<file path="config.mk">
export PLATFORM = sky130hd
export DESIGN_NAME = rm_lane_release_ctrl
export DESIGN_NICKNAME = d
export VERILOG_FILES = /design/src/rtl/rm_lane_release_ctrl.sv
export SDC_FILE = /design/constraint.sdc
export NUM_CORES = 1
export LEC_CHECK = 0
export BUFFER_PORTS_ARGS = -buffer_cell sky130_fd_sc_hd__buf_2
export CAP_MARGIN = 20
export CORE_ASPECT_RATIO = 0.75
export CORE_UTILIZATION = 45
export CTS_BUF_LIST = sky130_fd_sc_hd__clkbuf_4
export CTS_CLUSTER_DIAMETER = 120
export DETAILED_ROUTE_END_ITERATION = 6
export MAX_ROUTING_LAYER = met4
export PLACE_DENSITY = 0.63
export SLEW_MARGIN = 5
export SYNTH_ARGS = -nofsm -noshare
export SYNTH_HDL_FRONTEND = slang
export SYNTH_SLANG_ARGS = --single-unit
</file>
<file path="constraint.sdc">
create_clock -name clk_i -period 7.3 [get_ports clk_i]
set_clock_uncertainty 0.2 [all_clocks]
set_input_delay 0 -clock clk_i [delete_from_list [all_inputs] [get_ports clk_i]]
set_output_delay 0 -clock clk_i [all_outputs]
set_load 0.005 [all_outputs]
</file>
<file path="src/rtl/rm_lane_release_ctrl.sv">
// rm_lane_release_ctrl
// ---------------------------------------------------------------------------
// Per-lane lifecycle controller for the runtime-monitor lane pool. Each lane
// counts its monitored occupants (0..2) and walks IDLE -> ACTIVE -> RELEASE.
// RELEASE lasts exactly one cycle and is decoded straight from the state
// register onto lane_reset_o. A per-lane watchdog force-releases a lane that
// sits in ACTIVE without retire activity, and a flush releases every ACTIVE
// lane at once.
//
// Strobe semantics: alloc_valid_i and done_valid_i are single-cycle event
// strobes with no back-pressure. An event counts in the cycle it is sampled
// high at the rising edge of clk_i and is never held or replayed. While
// flush_i is high, all allocation and done strobes are discarded.
//
// Ports
//   clk_i, rst_ni        clock, asynchronous active-low reset
//   alloc_valid_i        allocator placed a monitored instruction
//   alloc_lane0_i        primary lane of that allocation
//   alloc_two_lane_i     allocation also occupies alloc_lane1_i
//   alloc_lane1_i        secondary lane (meaningful with alloc_two_lane_i)
//   done_valid_i         per-lane check-complete strobe, retires one occupant
//   flush_i              pipeline flush
//   lane_reset_o         one-cycle release pulse per lane
//   lane_busy_o          lane is not IDLE
//   timeout_o            one-cycle pulse when any watchdog fired
//   timeout_lane_o       lowest lane whose watchdog fired (with timeout_o)
//   err_o                sticky protocol error, cleared only by reset
// ---------------------------------------------------------------------------
module rm_lane_release_ctrl #(
  parameter int NUM_LANES = 4,
  parameter int TIMEOUT_W = 8,
  parameter int TIMEOUT   = 200
) (
  input  logic                         clk_i,
  input  logic                         rst_ni,
  input  logic                         alloc_valid_i,
  input  logic [$clog2(NUM_LANES)-1:0] alloc_lane0_i,
  input  logic                         alloc_two_lane_i,
  input  logic [$clog2(NUM_LANES)-1:0] alloc_lane1_i,
  input  logic [NUM_LANES-1:0]         done_valid_i,
  input  logic                         flush_i,
  output logic [NUM_LANES-1:0]         lane_reset_o,
  output logic [NUM_LANES-1:0]         lane_busy_o,
  output logic                         timeout_o,
  output logic [$clog2(NUM_LANES)-1:0] timeout_lane_o,
  output logic                         err_o
);

  localparam int LW = $clog2(NUM_LANES);
  localparam logic [TIMEOUT_W-1:0] WD_LAST = TIMEOUT_W'(TIMEOUT - 1);
  localparam logic [TIMEOUT_W-1:0] WD_MAX  = {TIMEOUT_W{1'b1}};

  typedef enum logic [1:0] {
    S_IDLE    = 2'd0,
    S_ACTIVE  = 2'd1,
    S_RELEASE = 2'd2
  } lane_state_e;

  lane_state_e          state_q [NUM_LANES];
  lane_state_e          state_d [NUM_LANES];
  logic [1:0]           occ_q   [NUM_LANES];
  logic [1:0]           occ_d   [NUM_LANES];
  logic [TIMEOUT_W-1:0] wd_q    [NUM_LANES];
  logic [TIMEOUT_W-1:0] wd_d    [NUM_LANES];
  logic [2:0]           occ_sum [NUM_LANES];
  logic [NUM_LANES-1:0] sum_err;

  logic [NUM_LANES-1:0] inc;
  logic [NUM_LANES-1:0] dec;
  logic [NUM_LANES-1:0] fire;
  logic                 dual_same;
  logic                 lane_err;

  logic                 err_q, err_d;
  logic                 timeout_q, timeout_d;
  logic [LW-1:0]        tlane_q, tlane_d;

  // Allocation hits per lane. A two-lane allocation naming the same lane
  // twice still occupies it once, but is flagged as a protocol error.
  always_comb begin
    inc       = '0;
    dual_same = 1'b0;
    if (alloc_valid_i && !flush_i) begin
      inc[alloc_lane0_i] = 1'b1;
      if (alloc_two_lane_i) begin
        inc[alloc_lane1_i] = 1'b1;
        dual_same          = (alloc_lane1_i == alloc_lane0_i);
      end
    end
  end

  assign dec = flush_i ? '0 : done_valid_i;

  // Saturating occupancy arithmetic: occ + inc - dec clamped to 0..2.
  always_comb begin
    sum_err = '0;
    for (int i = 0; i < NUM_LANES; i++) begin
      occ_sum[i] = {1'b0, occ_q[i]} + {2'b00, inc[i]};
      if (dec[i]) begin
        if (occ_sum[i] == 3'd0) begin
          sum_err[i] = 1'b1;
        end else begin
          occ_sum[i] = occ_sum[i] - 3'd1;
        end
      end
      if (occ_sum[i] > 3'd2) begin
        occ_sum[i] = 3'd2;
        sum_err[i] = 1'b1;
      end
    end
  end

  // State register
  always_ff @(posedge clk_i or negedge rst_ni) begin
    if (!rst_ni) begin
      for (int i = 0; i < NUM_LANES; i++) begin
        state_q[i] <= S_IDLE;
        occ_q[i]   <= 2'd0;
        wd_q[i]    <= '0;
      end
      err_q     <= 1'b0;
      timeout_q <= 1'b0;
      tlane_q   <= '0;
    end else begin
      for (int i = 0; i < NUM_LANES; i++) begin
        state_q[i] <= state_d[i];
        occ_q[i]   <= occ_d[i];
        wd_q[i]    <= wd_d[i];
      end
      err_q     <= err_d;
      timeout_q <= timeout_d;
      tlane_q   <= tlane_d;
    end
  end

  // Next-state logic
  always_comb begin
    lane_err  = dual_same;
    fire      = '0;
    timeout_d = 1'b0;
    tlane_d   = '0;
    for (int i = 0; i < NUM_LANES; i++) begin
      state_d[i] = state_q[i];
      occ_d[i]   = occ_q[i];
      wd_d[i]    = wd_q[i];
      if (flush_i) begin
        // Flush wins over everything; strobes are already masked off.
        case (state_q[i])
          S_ACTIVE: begin
            state_d[i] = S_RELEASE;
            occ_d[i]   = 2'd0;
            wd_d[i]    = '0;
          end
          S_RELEASE: state_d[i] = S_IDLE;
          default:   state_d[i] = S_IDLE;
        endcase
      end else begin
        case (state_q[i])
          S_ACTIVE: begin
            lane_err = lane_err | sum_err[i];
            if (occ_sum[i] == 3'd0) begin
              state_d[i] = S_RELEASE;
              occ_d[i]   = 2'd0;
              wd_d[i]    = '0;
            end else if (wd_q[i] == WD_LAST && !dec[i]) begin
              state_d[i] = S_RELEASE;
              occ_d[i]   = 2'd0;
              wd_d[i]    = '0;
              fire[i]    = 1'b1;
            end else begin
              occ_d[i] = occ_sum[i][1:0];
              if (inc[i] || dec[i]) begin
                wd_d[i] = '0;
              end else if (wd_q[i] != WD_MAX) begin
                wd_d[i] = wd_q[i] + TIMEOUT_W'(1);
              end
            end
          end
          default: begin
            // IDLE and RELEASE hold no occupants, so any done is stray.
            // A new allocation in the RELEASE cycle re-opens the lane.
            if (dec[i]) lane_err = 1'b1;
            if (inc[i]) begin
              state_d[i] = S_ACTIVE;
              occ_d[i]   = 2'd1;
              wd_d[i]    = '0;
            end else begin
              state_d[i] = S_IDLE;
              occ_d[i]   = 2'd0;
              wd_d[i]    = '0;
            end
          end
        endcase
      end
    end
    // Lowest-index fired lane wins the report.
    for (int i = NUM_LANES - 1; i >= 0; i--) begin
      if (fire[i]) begin
        timeout_d = 1'b1;
        tlane_d   = LW'(i);
      end
    end
    err_d = err_q | lane_err;
  end

  // Output decode from registered state only.
  always_comb begin
    for (int i = 0; i < NUM_LANES; i++) begin
      lane_reset_o[i] = (state_q[i] == S_RELEASE);
      lane_busy_o[i]  = (state_q[i] != S_IDLE);
    end
    timeout_o      = timeout_q;
    timeout_lane_o = tlane_q;
    err_o          = err_q;
  end

endmodule

</file>
Yosys cells after proc, flatten, opt, wreduce, memory -nomap -nowiden
Cells that the tools add are included.
{"block": "totals", "register_bits": 52, "input_bits": 13, "out_inout_bits": 12, "elab_cells": 243}
{"block": "op_classes", "n_addsub": 12, "magnitude_cmp": 8, "n_eq_ne": 29, "n_mux": 141, "bitwise": 6, "n_reduce_logical": 32}
{"op": "$mux W8", "n": 28}
{"op": "$mux W2", "n": 44}
{"op": "$mux W1", "n": 52}
{"op": "$mux W3", "n": 12}
{"op": "$add A8 B1 Y8 const B", "n": 4}
{"op": "$eq A8 B8 Y1 const B", "n": 4}
{"op": "$ne A8 B8 Y1 const B", "n": 4}
{"op": "$logic_not A3 Y1", "n": 8}
{"op": "$ne A6 B6 Y1 const B", "n": 4}
{"op": "$ne A4 B4 Y1 const B", "n": 4}
{"op": "$add A2 B1 Y3", "n": 4}
{"op": "$gt A3 B2 Y1 const B", "n": 4}
{"op": "$mux W4", "n": 3}
{"op": "$sub A3 B1 Y3 const B", "n": 4}
{"op": "$eq A2 B1 Y1 const B", "n": 4}
{"op": "$eq A2 B2 Y1 const B", "n": 4}
{"op": "$ne A2 B1 Y1 const B", "n": 4}
{"op": "$reduce_and A2 Y1", "n": 4}
{"op": "$reduce_bool A2 Y1", "n": 4}
{"op": "$logic_and A1 B1 Y1", "n": 7}
{"op": "$lt A2 B3 Y1 const B", "n": 2}
{"op": "$logic_not A1 Y1", "n": 5}
{"op": "$or A1 B1 Y1", "n": 5}
{"op": "$demux W1 S2", "n": 2}
{"op": "other kinds (4)", "n": 8}

Longest topological paths before layout
Gate-level depths: netlist (run 1).
{"block": "logic_depth", "depth_word": 26, "depth_mapped": 17, "mapped_depth_nobuf": 15}

Worst setup path after synthesis (run 1)
OpenSTA, ideal clock, no wires.
{"block": "synth_path", "kind": "in2reg", "startpoint": "input alloc_two_lane_i", "endpoint": "register wd_q[30] (netlist bit)", "setup_ns": 0.126, "t_arrival_ns": 2.810, "required_ns": 6.974, "setup_slack_ns": 4.164, "stages": 13, "path_buffers": 0, "cell_sequence": "nor3b_1 o21ai_0 inv_1 ha_1 ha_1 or2_2 ha_1 or3b_1 o32a_1 nor2_1 nor3_1 and3_1 a221o_1"}
{"block": "synth_between", "elab_chain_cells": 12, "word_cells_on_any_way": 18, "classes_between": "2 x add/sub; 1 x order compare; 1 x eq/ne; 10 x mux; 4 x reduce/logical"}
{"item": "from (decl)", "line_no": "38", "source": "input logic alloc_two_lane_i,"}
{"item": "$mux W4 (*)", "line_no": "85", "source": "if (alloc_two_lane_i) begin"}
{"item": "$mux W4 (*)", "line_no": "83", "source": "if (alloc_valid_i && !flush_i) begin"}
{"item": "$add A2 B1 Y3", "line_no": "98", "source": "occ_sum[i] = {1'b0, occ_q[i]} + {2'b00, inc[i]};"}
{"item": "$sub A3 B1 Y3 / $logic_not A3 Y1 (equally long branches)", "line_no": "103, 100"}
{"item": "$mux W3", "line_no": "100", "source": "if (occ_sum[i] == 3'd0) begin"}
{"item": "$mux W3", "line_no": "99", "source": "if (dec[i]) begin"}
{"item": "$gt A3 B2 Y1", "line_no": "106", "source": "if (occ_sum[i] > 3'd2) begin"}
{"item": "$mux W3", "line_no": "106"}
{"item": "$logic_not A3 Y1", "line_no": "161", "source": "if (occ_sum[i] == 3'd0) begin"}
{"item": "$mux W8", "line_no": "161"}
{"item": "$mux W8", "line_no": "158", "source": "case (state_q[i])"}
{"item": "$mux W8", "line_no": "146", "source": "if (flush_i) begin"}
{"item": "to (signal, indexed assignment)", "line_no": "128", "source": "wd_q[i] <= wd_d[i];"}
{"item": "to (decl)", "line_no": "63", "source": "logic [TIMEOUT_W-1:0] wd_q [NUM_LANES];"}
Mark *: on every way between the ends. The rest lies on a longest branch, timed or not.
A chain may end at the register's enable or synchronous reset.

Worst setup path in the final report (run 1)
{"block": "layout_path", "startpoint": "input flush_i", "endpoint": "register wd_q[30] (netlist bit)"}
{"block": "layout_between", "elab_chain_cells": 13, "word_cells_on_any_way": 23, "classes_between": "2 x add/sub; 1 x order compare; 2 x eq/ne; 10 x mux; 8 x reduce/logical"}
{"item": "from (decl)", "line_no": "41", "source": "input logic flush_i,"}
{"item": "$logic_not A1 Y1", "line_no": "83"}
{"item": "$logic_and A1 B1 Y1", "line_no": "83"}
{"item": "$mux W4", "line_no": "83"}
{"item": "$add A2 B1 Y3", "line_no": "98"}
{"item": "$sub A3 B1 Y3 / $logic_not A3 Y1 (equally long branches)", "line_no": "103, 100"}
{"item": "$mux W3", "line_no": "100"}
{"item": "$mux W3", "line_no": "99"}
{"item": "$gt A3 B2 Y1", "line_no": "106"}
{"item": "$mux W3", "line_no": "106"}
{"item": "$logic_not A3 Y1", "line_no": "161"}
{"item": "$mux W8", "line_no": "161"}
{"item": "$mux W8", "line_no": "158"}
{"item": "$mux W8", "line_no": "146"}
Parallel ways exist; a longest one is shown, timed or not.

==> results, run 1 <==
- At the pin with the least slew margin, the transition time is slightly above 0.7 ns.
- In this run the worst path has a maximum fanout of 40.
- The share of flip-flops with an asynchronous set or reset is between 90% and 100%.
- The category of the most critical setup path is in -> reg.
- The number of max-slew violations in the final report is 0.
- After synthesis the cells add up to between 3000 and 4000 um^2.
- Synthesis produced ~430 cells.
- The run finished with clean final reports.
- The number of antenna diodes in the final layout is 0.
- The pin count of the biggest net entering global routing is 53.
- The worst hold path begins at alloc_lane0_i[0].
- The total I/O pin count is 25.
- The launching point of the worst reg2reg path is occ_q[6].
- The post-synthesis to final-layout area growth is 10.2%.
- The number of nets in the layout is around 500.
- The estimated wirelength of the detail-placed design is around 5500 um.
- Across the run, the number of max-cap violations was 0.
- The depth of the CTS H-tree is 2.
- The minimum period implied by the final worst setup slack is approximately 4.2 ns.
- The largest stage delay on the critical path is ~0.57 ns.
- Synthesis produced a netlist with a net count of around 460.
- For the final routed database, the setup TNS stands at 0 ns.
- The clock-pin slew on the worst setup and hold paths is 0.15 ns.
- The routed via count divided by cell count is roughly 5.5.
- Counting distinct cell types in the post-synthesis netlist gives 67.
- The path type of the worst min-delay path is in -> reg.
- The Yosys warning count is 0.
- The floorplan step set the die height to ~80 um.
- For the worst setup path, the data required time is roughly 7.4 ns.
- The core area is 7880 um^2.
- The detailed router placed around 3000 vias in this run.
- Global routing finished with a remaining overflow of 0.
- Derived from the worst setup path, the maximum achievable clock frequency is between 200 and 250 MHz.
- The worst hold path passes through 5 cells.
- For this block, the routed nets add up to around 7600 um of wire.
- The worst setup path is launched from an input port.
- Data arrives at the worst endpoint at around 4.3 ns.
- Of the synthesized area, sequential elements account for between 30% and 40%.
- The number of instances in the placed design is 544.
- The die is around 110 um wide.
- The wire length of the first global-routing pass is about 13000 um.
- Across all setup checks in the final design, the least slack found is 3.07 ns.
- After detailed routing, the number of remaining DRC violations is 0.
- The placer congestion estimate is around 0.86.
- The hold violation count in the final report is 0.
- The post-route antenna net violation count is 0.
- The clock passes through at most 2 buffers.
- The cell area power density is around 140 nW/um^2.
- The number of buffers inserted during clock tree synthesis is 5.
- The number of antenna violations at the first check in global routing is 0.
- Together, buffers and inverters on the worst path number 4.
- On the critical path, the stage with the largest delay is an instance of buf_2.
- The dominant cell type by count on the critical path is ha_1.
- Setup repair after global routing left no endpoint under its margin.
- On the final layout, the worst hold slack is roughly 0.012 ns.
- The cell count of the worst reg-to-reg path is 11.
- The tree is rooted in a clkbuf_4.
- Synthesis inferred between 50 and 60 register bits.
- The count of buffers added on input and output ports is 24.
- The number of global-route vias before repair is between 2000 and 3000.
- The top flip-flop cell by instance count after synthesis is dfrtp_1.
- The final-report setup violation count is 0.
- The die covers 8470 um^2.
- The worst setup path is captured at a flop.
- For this design, the sink count on the clock tree is 52.
- Prior to clock tree synthesis, the placed netlist has a worst setup slack of 3.18 ns.
- Cells with a size suffix above 1 make up roughly an eighth of the layout.
- The critical path goes through dlygate4sd3_1 > buf_2 > nor2b_1 > o21ai_0 > inv_1 > ha_1 > ha_1 > or2_2 > ha_1 > or3b_1 > o32a_1 > nor2_1 > nor3_1 > buf_4 > and3_1 > a221o_1.
- TritonCTS built the clock tree.
- The initial utilization of the core area, before any placement, comes to 46.3%.
- For this run, the total global-route usage over all layers was measured as 19.4%.
- The setup check on the worst reg-to-reg path leaves a slack of approximately 3.8 ns.
- The fraction of the cycle the final worst path needs is between 50% and 60%.
- The cell family contributing the most delay on the critical path is simple AND/OR/NAND/NOR gates.
- The synthesized area per cell is about 8.6 um^2.
- The worst hold path endpoint is state_q[6].
- The clock latency at the later pin of the worst-skew pair is 0.38 ns.
- The total number of placement rows is 28.
- The post-layout total power is 568 uW.
- The first TritonRoute pass finished after 4 iterations.
- The final instance count without filler cells is roughly 560.
- The worst flop-to-flop path endpoint is wd_q[30].
- After the first detailed-routing iteration, the DRC count stood at between 100 and 150.
- The worst pin sits at a relative slew slack of between 50 and 60%.
- The number of enable flip-flop cells after synthesis is 0.
- The leakage power figure is between 1.5 and 2 nW.
- The worst-case IR drop observed on VDD is 0.0768 mV.
- The routed wirelength normalized by instance count is approximately 14 um.
cell usage after synthesis, drive strengths merged (9+ instances only):
master,count,area (um^2)
nor2b,11,71.3
dfrtp,52,1300
nor3,11,60.1
o21ai,20,100
nand2,48,183
nand4,10,68.8
a21oi,22,114
ha,23,288
nand2b,11,68.8
nor2,40,153
or2,9,56.3
inv,28,105
nand3,22,110
power breakdown:
part           internal (mW)  switching (mW)
sequential             0.293         0.00318
clock                 0.0757          0.0946
combinational         0.0393          0.0619
total                  0.408           0.160
kinds of logic (layout without fill, tap and decap cells):
family	count (synthesis)	count (layout)	synth area share, %
and+or+nand+nor	201	201	29.7
muxes	7	7	2.02
AOI/OAI and AO/OA	89	89	16.9
adders and majority gates	23	23	7.89
buffers and inverters	41	71	4.63
xor gates and xnor gates	13	13	3.12
DFF	52	52	35.7
sequential cells by signal (all words and copies together), names as in the netlist:
register and count:
wd_q 32, occ_q 8, state_q 8, timeout_lane_o 2, err_o 1, timeout_o 1
layout by cell type (no fill, tap or decap), types with 4 or more instances in the layout:
cell,synthesis,final
a21o_1,4,4
nand2_1,47,47
clkbuf_4,0,6
xnor2_1,8,8
and3_1,8,8
nor2b_1,10,10
a221o_1,5,5
o21ai_0,18,18
a22o_1,4,4
nand4_1,9,9
nor2_1,39,39
or2_2,9,9
a31oi_1,5,5
xor2_1,5,5
buf_2,3,24
dlygate4sd3_1,0,9
dfrtp_1,52,52
mux2i_1,4,4
a21oi_1,21,21
nor3b_1,4,4
nand2b_1,11,11
nor3_1,10,10
nand3_1,22,22
ha_1,23,23
a32o_1,4,4
or3_1,5,5
and2_1,5,5
inv_1,28,28
through the flow:
stage                     instance area, um^2  utilization, %
after global placement                   3840            48.7
after detailed placement                 3850            48.8
final                                    4020            51.0
after global routing                     4020            51.0
after floorplan                          3650               -
after CTS                                4020            51.0
layout make-up:
cell class / count / area [um^2]
clock buffer: 6 / 45.0
clock inverter: 2 / 35.0
fill: 789 / 3860
inverter: 28 / 105
multi-input combinational: 333 / 2180
sequential: 52 / 1300
tap: 105 / 131
timing repair buffer: 35 / 225
timing repair:
| item | in CTS | in global routing |
|---|---|---|
| hold buffers | 9 | 0 |
| endpoints found under the hold margin | 60 | 0 |
| setup buffers | 0 | 0 |
| gates resized for setup | 0 | 0 |
routing by layer:
layer	wire length (um)	track usage, %	share of wire, %	up-vias
met5	0	-	0	-
met4	127	5.97	1.7	0
met3	225	3.27	3.0	12
met2	3450	31.0	45	43
met1	3790	25.4	50	1426
li1	-	-	-	1580
how the worst max path moves through the flow:
stage | from | end | cells past startpoint
3_5_place_dp | flush_i | wd_q[30] | 15
3_3_place_gp | flush_i | wd_q[30] | 15
5_1_grt | flush_i | wd_q[30] | 16
6_report | flush_i | wd_q[30] | 16
4_1_cts | flush_i | wd_q[30] | 16
2_1_floorplan | alloc_two_lane_i | wd_q[30] | 13
worst min-delay path: cells and delay by family:
| family | cells | cell delay [ns] |
|---|---|---|
| simple gates | 1 | 0.07 |
| compound gates | 2 | 0.24 |
| buf+inv | 2 | 0.25 |
(Power assumes the default switching activity.)
==> run 2, diff against run 1 <==
Settings changed: PLACE_DENSITY 0.63 to 0.66.
Clock period 7.3 ns to 3.7 ns, I/O delays scaled along.
==> run 2 against run 1 <==
- first-iteration DRC count is 17% lower
- worst setup slack got worse by 2.8 ns
- critical endpoint is now wd_q[0]
- highest routed layer unchanged
- count of clock-buffer cells in the layout is 1 lower
- largest power group unchanged
- utilization grew 0.17 points
==> results, run 2 (synthesized netlist as in run 1, its figures left out) <==
- The maximum operating frequency is about 290 MHz.
- The setup slack on the worst flop-to-flop path is 0.55 ns (-3.23 ns).
- The number of nets in the layout is 496 (+1.0%).
- The starting utilization of the core area is 46.3% (unchanged).
- The number of max-slew violations in the final report is 0 (unchanged).
- The total number of placement rows came to 28 (unchanged).
- The die boundary width is 106 um (unchanged).
- The total I/O pin count came to 25 (unchanged).
- The sequential cell area is 1300 um^2 (unchanged).
- The most common cell after layout, fill and taps aside is dfrtp_1.
- The largest fanout on the critical path is 10 (-75%).
- The clock latency at the later pin of the worst-skew pair is 0.38 ns (about the same).
- The library cells used most frequently in the layout, excluding fill and tap cells, are dfrtp_1, nand2_1, nor2_1.
- The data required time of the worst path is 3.83 ns (-3.55 ns).
- The actual transition at the worst max-transition pin came to 0.615 ns (-0.111 ns).
- The worst max-slew margin expressed relative to the limit is 58.6% (+7.4 points).
- The global-route congestion overflow total is 0 (unchanged).
- The largest registers in the layout are wd_q x32, occ_q x8, state_q x8.
- The number of global-route vias before repair came to 2778 (-2.4%).
- The worst ir drop on vdd was 0.122 mV (+58%).
- The library cell contributing the largest single delay on the critical path is dlygate4sd3_1.
- The arrival time at the worst endpoint is 3.55 ns (-0.76 ns).
- The number of DRC markers in iteration 0 is 105 (-17%).
- The root buffer cell is clkbuf_4.
- The hold violation count in the final report is 0 (unchanged).
- The buffer depth of the longest clock path came to 2 (unchanged).
- The path class of the tightest hold or removal check is in -> reg.
- The cell area power density is 258 nW/um^2 (+83%).
- The fraction of the cycle the final worst path needs is between 90 and 100%.
- Traced cell by cell, the critical path runs through dlygate4sd3_1 > buf_2 > a32o_1 > nand2_1 > inv_1 > ha_1 > ha_1 > inv_1 > ha_1 > ha_1 > or2_2 > a32oi_1 > o2111a_2 > nand4_1 > nand2_1 > mux2_2.
- The post-route antenna net violation count is 0 (unchanged).
- The total number of clock tree sinks is 52 (unchanged).
- The all-layer global routing usage is 19.5% (+0.11 points).
- The utilization after layout was 51.2% (+0.17 points).
- The post-detailed-route DRC marker count is 0 (unchanged).
- The multi-input gate area in the final layout is 2180 um^2 (about the same).
- The sum of buffers and inverters on the critical path was 4 (unchanged).
- The clock-pin slew on the worst setup and hold paths is 0.15 ns (about the same).
- Relative to the synthesized area, the layout overhead comes to 10.6%.
- The category of the most critical setup path is in -> reg.
- The first-pass detailed-route iteration total is 4 (unchanged).
- The count of fill cells added during filler insertion was 765 (-3.0%).
- The overall routed net length is 7860 um (+3.5%).
- The leakage power figure came to 1.87 nW (-0.31%).
- The number of antenna violations at the first check in global routing is 0 (unchanged).
- The fraction of final layout cells with drive strength greater than 1 was 13.7% (+0.76 points).
- The wire length of the first global-routing pass was 12800 um (-1.0%).
- The number of max-cap violations is 0 (unchanged).
- The core area is 7880 um^2 (unchanged).
- The largest stage delay on the critical path is 0.53 ns (-0.04 ns).
- The TritonCTS clock tree is done.
- Among cell families on the critical path, the largest total delay comes from adder cells.
- The estimated wirelength of the detail-placed design was 5760 um (+5.1%).
- The pin count of the biggest net entering global routing is 39 (-26%).
- The routed wirelength normalized by instance count came to 13.9 um (+2.7%).
- The routed via count divided by cell count came to 5.58 (+2.2%).
- The post-CTS repair timing setup buffer count is 0 (unchanged).
- The depth of the CTS H-tree was 2 (unchanged).
- Setup repair after global routing left no endpoint under its margin.
- The kind of capture point of the worst setup path is a flop.
- The number of buffer cells added on primary ports is 24 (unchanged).
- The die area is 8470 um^2 (unchanged).
- After layout, the minimum clock period comes to 3.42 ns.
- The dominant cell type by count on the critical path is ha_1.
- The final-report setup violation count came to 0 (unchanged).
- The run finished with clean final reports.
- The flip-flop count of the largest register after layout is 32 (unchanged).
- The final-layout setup total negative slack is 0 ns (unchanged).
- The die outline height came to 80.0 um (unchanged).
- The number of buffers inserted during clock tree synthesis is 5 (unchanged).
- Counting flops per register, the top entry is wd_q.
- The placer congestion estimate is 0.832 (-3.7%).
- The antenna diode instance count was 0 (unchanged).
- The total number of vias is 3151 (+2.9%).
- The worst setup path is launched from an input port.
run 2: changes by cell type in the layout (fill, tap and decap cells not counted):
| cell | previous run | this run |
|---|---|---|
| buf_4 | 2 | 7 |
| clkinv_1 | 0 | 2 |
| buf_12 | 0 | 1 |
| bufinv_16 | 1 | 0 |
| clkbuf_4 | 6 | 5 |
| clkinv_2 | 1 | 0 |
| dlygate4sd3_1 | 9 | 8 |
| o2111a_1 | 1 | 0 |
| o2111a_2 | 0 | 1 |
run 2: metal layers:
layer  up-vias  global-route usage, %  share of wire [%]  wire length, um
li1       1587                      -                  -                -
met1      1505                   26.5                 51             4000
met2        49                   29.5                 44             3470
met3        10                   3.84                3.5              275
met4         0                   6.11                1.5              115
met5         -                      -                  0                0
run 2: through the flow:
| step | hold slack [ns] | setup slack, ns | cell area (um^2) | instances | total power, mW |
|---|---|---|---|---|---|
| after detailed placement | -0.167 | 0.304 | 3890 | 549 | 0.794 |
| after global placement | -0.172 | 0.365 | 3890 | 549 | 0.789 |
| after floorplan | -0.496 | 0.564 | 3650 | 426 | 0.733 |
| final | 0.0185 | 0.282 | 4030 | 565 | 1.04 |
| after CTS | 0.0128 | 0.209 | 4030 | 565 | 1.05 |
| after global routing | 0.0173 | 0.0401 | 4030 | 565 | 1.10 |
run 2: path summary, 6_finish.rpt:
kind                             startpoint          to  cells after the start
setup reg to reg                   occ_q[4]    wd_q[17]                     11
min in group asynchronous            rst_ni    wd_q[31]                      4
hold / removal             alloc_two_lane_i  state_q[4]                      6
setup / recovery           alloc_lane0_i[0]     wd_q[0]                     16
hold reg to reg                     wd_q[7]     wd_q[7]                      1
max in group asynchronous            rst_ni     wd_q[6]                      4
run 2: what timing repair did:
item	CTS	global route
endpoints found under the setup margin	0	2
endpoints found under the hold margin	58	0
resized for setup	0	1
hold buffers	9	0
run 2: tightest hold or removal path, stage by stage:
cell and delay (ns):
buf_2 0.13, nand3b_1 0.08, a21oi_1 0.10, buf_4 0.16
nand2_1 0.06, nand2_1 0.06
run 2: report_power, final:
group / internal, mW / switching (mW) / leakage, nW
Combinational: 0.0832 / 0.124 / 1.13
Sequential: 0.578 / 0.00681 / 0.716
Clock: 0.0669 / 0.182 / 0.0261
Total: 0.728 / 0.313 / 1.87
run 2: area by class of cell:
class / count / share of cell area [%]
clock buffer: 5 / 0.931
clock inverter: 2 / 0.186
inverter: 28 / 2.61
multi-input combinational: 333 / 54.0
sequential: 52 / 32.3
tap: 105 / 3.26
timing repair buffer: 40 / 6.76
==> run 3, diff against run 2 <==
Settings changed: CELL_PAD_IN_SITES_DETAIL_PLACEMENT set to 0, CELL_PAD_IN_SITES_GLOBAL_PLACEMENT set to 1, CORE_UTILIZATION 45 to 43, PLACE_DENSITY 0.66 to 0.79.
==> run 3 against run 2 <==
- the run now ends with negative hold slack left
- clock power increased by 31%
- total power up 7.2%
- via count is 0.32% lower
- non-clock buffer count decreased by 1
- largest cell class unchanged
- largest power group unchanged
==> results, run 3 (synthesized netlist as in run 1, its figures left out) <==
- The run finished, with violations left.
- The checks that failed: negative hold slack.
- The power share of the sequential group is 52.4% (-3.8 points).
- The fraction of final layout cells with drive strength greater than 1 is 14.3% (+0.65 points).
- The core area is 8060 um^2 (+2.2%).
- The total number of placement rows was 28 (unchanged).
- The switching share of power is 28.5% (-1.5 points).
- The clock latency at the later pin of the worst-skew pair is 0.37 ns (about the same).
- The starting utilization of the core area is 45.2% (-1.0 points).
- The final worst setup slack is 0.225 ns (-0.0568 ns).
- The fraction of the cycle the final worst path needs was 93.9% (+1.5 points).
- The number of nets in the layout is 495 (-0.20%).
- The total number of vias is 3141 (-0.32%).
- The estimated wirelength of the detail-placed design is 5690 um (-1.2%).
- The number of buffer cells added on primary ports came to 24 (unchanged).
- The most common cell after layout, fill and taps aside is dfrtp_1.
- The flip-flop count of the largest register after layout was 32 (unchanged).
- The TritonCTS clock tree is done.
- The area growth from synthesis to layout is 11.1%.
- Setup repair after global routing left no endpoint under its margin.
- The cell area power density was 276 nW/um^2 (+6.7%).
- The maximum operating frequency came to 288 MHz (-1.6%).
- The die outline height is 81.7 um (+2.2%).
- The die boundary width is 108 um (+2.3%).
- The all-layer global routing usage is 19.4% (-0.12 points).
- The hold violation count in the final report is 2 (+2).
- The count of fill cells added during filler insertion is 769 (+0.52%).
- The first-pass detailed-route iteration total was 4 (unchanged).
- The clock-pin slew on the worst setup and hold paths is 0.16 ns (about the same).
- The number of DRC markers in iteration 0 is 238 (+130%).
- The placer congestion estimate is 0.826 (-0.70%).
- The number of global-route vias before repair is 2832 (+1.9%).
- The internal portion of total power came to 798 uW (+9.5%).
- The element type at the critical path start is an input port.
- The switching power is 318 uW (+1.7%).
- The worst ir drop on vdd was 0.197 mV (+62%).
- The post-route worst hold slack came to -0.00245 ns (-0.0209 ns).
- Counting flops per register, the top entry is wd_q.
- The number of max-cap violations is 0 (unchanged).
- The proportion of power drawn by combinational gates is 18.5% (-1.4 points).
- The actual transition at the worst max-transition pin is 0.823 ns (+0.208 ns).
- The number of buffers inserted during clock tree synthesis is 5 (unchanged).
- The final-layout setup total negative slack came to 0 ns (unchanged).
- The number of antenna violations at the first check in global routing is 0 (unchanged).
- The leakage power figure was 1.88 nW (+0.71%).
- The worst max-slew margin expressed relative to the limit is 45.1% (-14 points).
- The wire length of the first global-routing pass is 13300 um (+3.7%).
- The depth of the CTS H-tree came to 2 (unchanged).
- The buffer depth of the longest clock path is 2 (unchanged).
- The routed via count divided by cell count was 5.56 (-0.32%).
- The arrival time at the worst endpoint is 3.56 ns (about the same).
- The post-CTS repair timing setup buffer count is 0 (unchanged).
- The routed wirelength normalized by instance count came to 13.7 um (-1.6%).
- The overall routed net length is 7730 um (-1.6%).
- The die area was 8860 um^2 (+4.5%).
- The minimum period implied by the final worst setup slack is 3.47 ns (+0.0568 ns).
- The post-route antenna net violation count is 0 (unchanged).
- The global-route congestion overflow total came to 0 (unchanged).
- The power share of the clock group is 29.1% (+5.2 points).
- The post-detailed-route DRC marker count is 0 (unchanged).
- The kind of capture point of the worst setup path is a flop.
- By startpoint and endpoint, the worst setup path is classified as in -> reg.
- The largest fanout on the critical path is 9 (-1).
- The top cell types in the final layout, fill and taps aside, are dfrtp_1, nand2_1, nor2_1.
- In the final layout, the registers with the most flip-flops are wd_q x32, occ_q x8, state_q x8.
- The antenna diode instance count came to 0 (unchanged).
- The total number of clock tree sinks is 52 (unchanged).
- The post-layout total power was 1.12 mW (+7.2%).
- The tree is rooted in a clkbuf_4.
- The number of max-slew violations in the final report is 0 (unchanged).
- The setup slack after placement is 0.250 ns (-0.0547 ns).
- The path type of the worst min-delay path is in -> reg.
- The data required time of the worst path is 3.79 ns (-0.04 ns).
- The total I/O pin count is 25 (unchanged).
- The final-report setup violation count is 0 (unchanged).
- The pin count of the biggest net entering global routing is 37 (-5.1%).
## run 3: cell count changes in the layout (fill, tap and decap cells not counted), sizes merged
cell	delta
bufinv	+1
dlygate4sd3	-1
## run 3: final timing paths
kind                             startpoint          to  slack [ns]  depth (start not counted)
max                        alloc_two_lane_i    wd_q[31]        0.23                         16
min                         done_valid_i[0]    wd_q[25]      -0.002                          6
max reg2reg                        occ_q[6]    wd_q[31]        0.53                         11
min reg2reg                         wd_q[7]     wd_q[7]        0.31                          1
max in group asynchronous            rst_ni  state_q[3]        2.52                          3
min in group asynchronous            rst_ni     wd_q[2]        0.02                          2
## run 3: power by group through the flow
| stage | sequential, mW | clock (mW) | combinational (mW) |
|---|---|---|---|
| after floorplan | 0.594 | 0 | 0.139 |
| after global placement | 0.595 | 0 | 0.197 |
| after detailed placement | 0.595 | 0 | 0.200 |
| after CTS | 0.585 | 0.339 | 0.205 |
| after global routing | 0.586 | 0.360 | 0.234 |
| final | 0.584 | 0.325 | 0.206 |
## run 3: area by class of cell
class                           count  area (um^2)  area share [%]
Sequential cell                    52         1300            32.1
Clock inverter                      3         37.5           0.927
Inverter                           28          105            2.60
Clock buffer                        5         37.5           0.927
Timing Repair Buffer               39          250            6.18
Tap cell                          105          131            3.24
Multi-Input combinational cell    333         2190            54.0
## run 3: worst max-delay path: stages
cell and delay, ns:
dlygate4sd3_1 0.53, buf_2 0.15, nor3b_1 0.14, o21ai_1 0.19
inv_1 0.11, ha_1 0.19, ha_1 0.34, or2_2 0.33
ha_1 0.20, or3b_1 0.41, o32a_1 0.18, nor2_1 0.16
buf_4 0.17, o31ai_4 0.11, a21o_1 0.17, a22o_1 0.18
## run 3: routing by layer
| metal | wire, um | vias to the layer above | global-route usage (%) |
|---|---|---|---|
| met5 | 0 | - | - |
| met2 | 3410 | 52 | 29.2 |
| li1 | - | 1596 | - |
| met4 | 46 | 0 | 4.59 |
| met1 | 3980 | 1489 | 26.7 |
| met3 | 292 | 4 | 4.21 |
## run 3: through the flow
stage               cells  instance area (um^2)  util [%]
global placement      550                  3890      48.3
detailed placement    550                  3890      48.3
global route          565                  4050      50.2
finish                565                  4050      50.2
floorplan             426                  3650         -
CTS                   564                  4030      50.0
## run 3: repair_timing
| action | 4_1_cts | 5_1_grt |
|---|---|---|
| endpoints found under the setup margin | 0 | 17 |
| resized for setup | 0 | 4 |
| endpoints found under the hold margin | 49 | 1 |
| hold buffers | 6 | 1 |
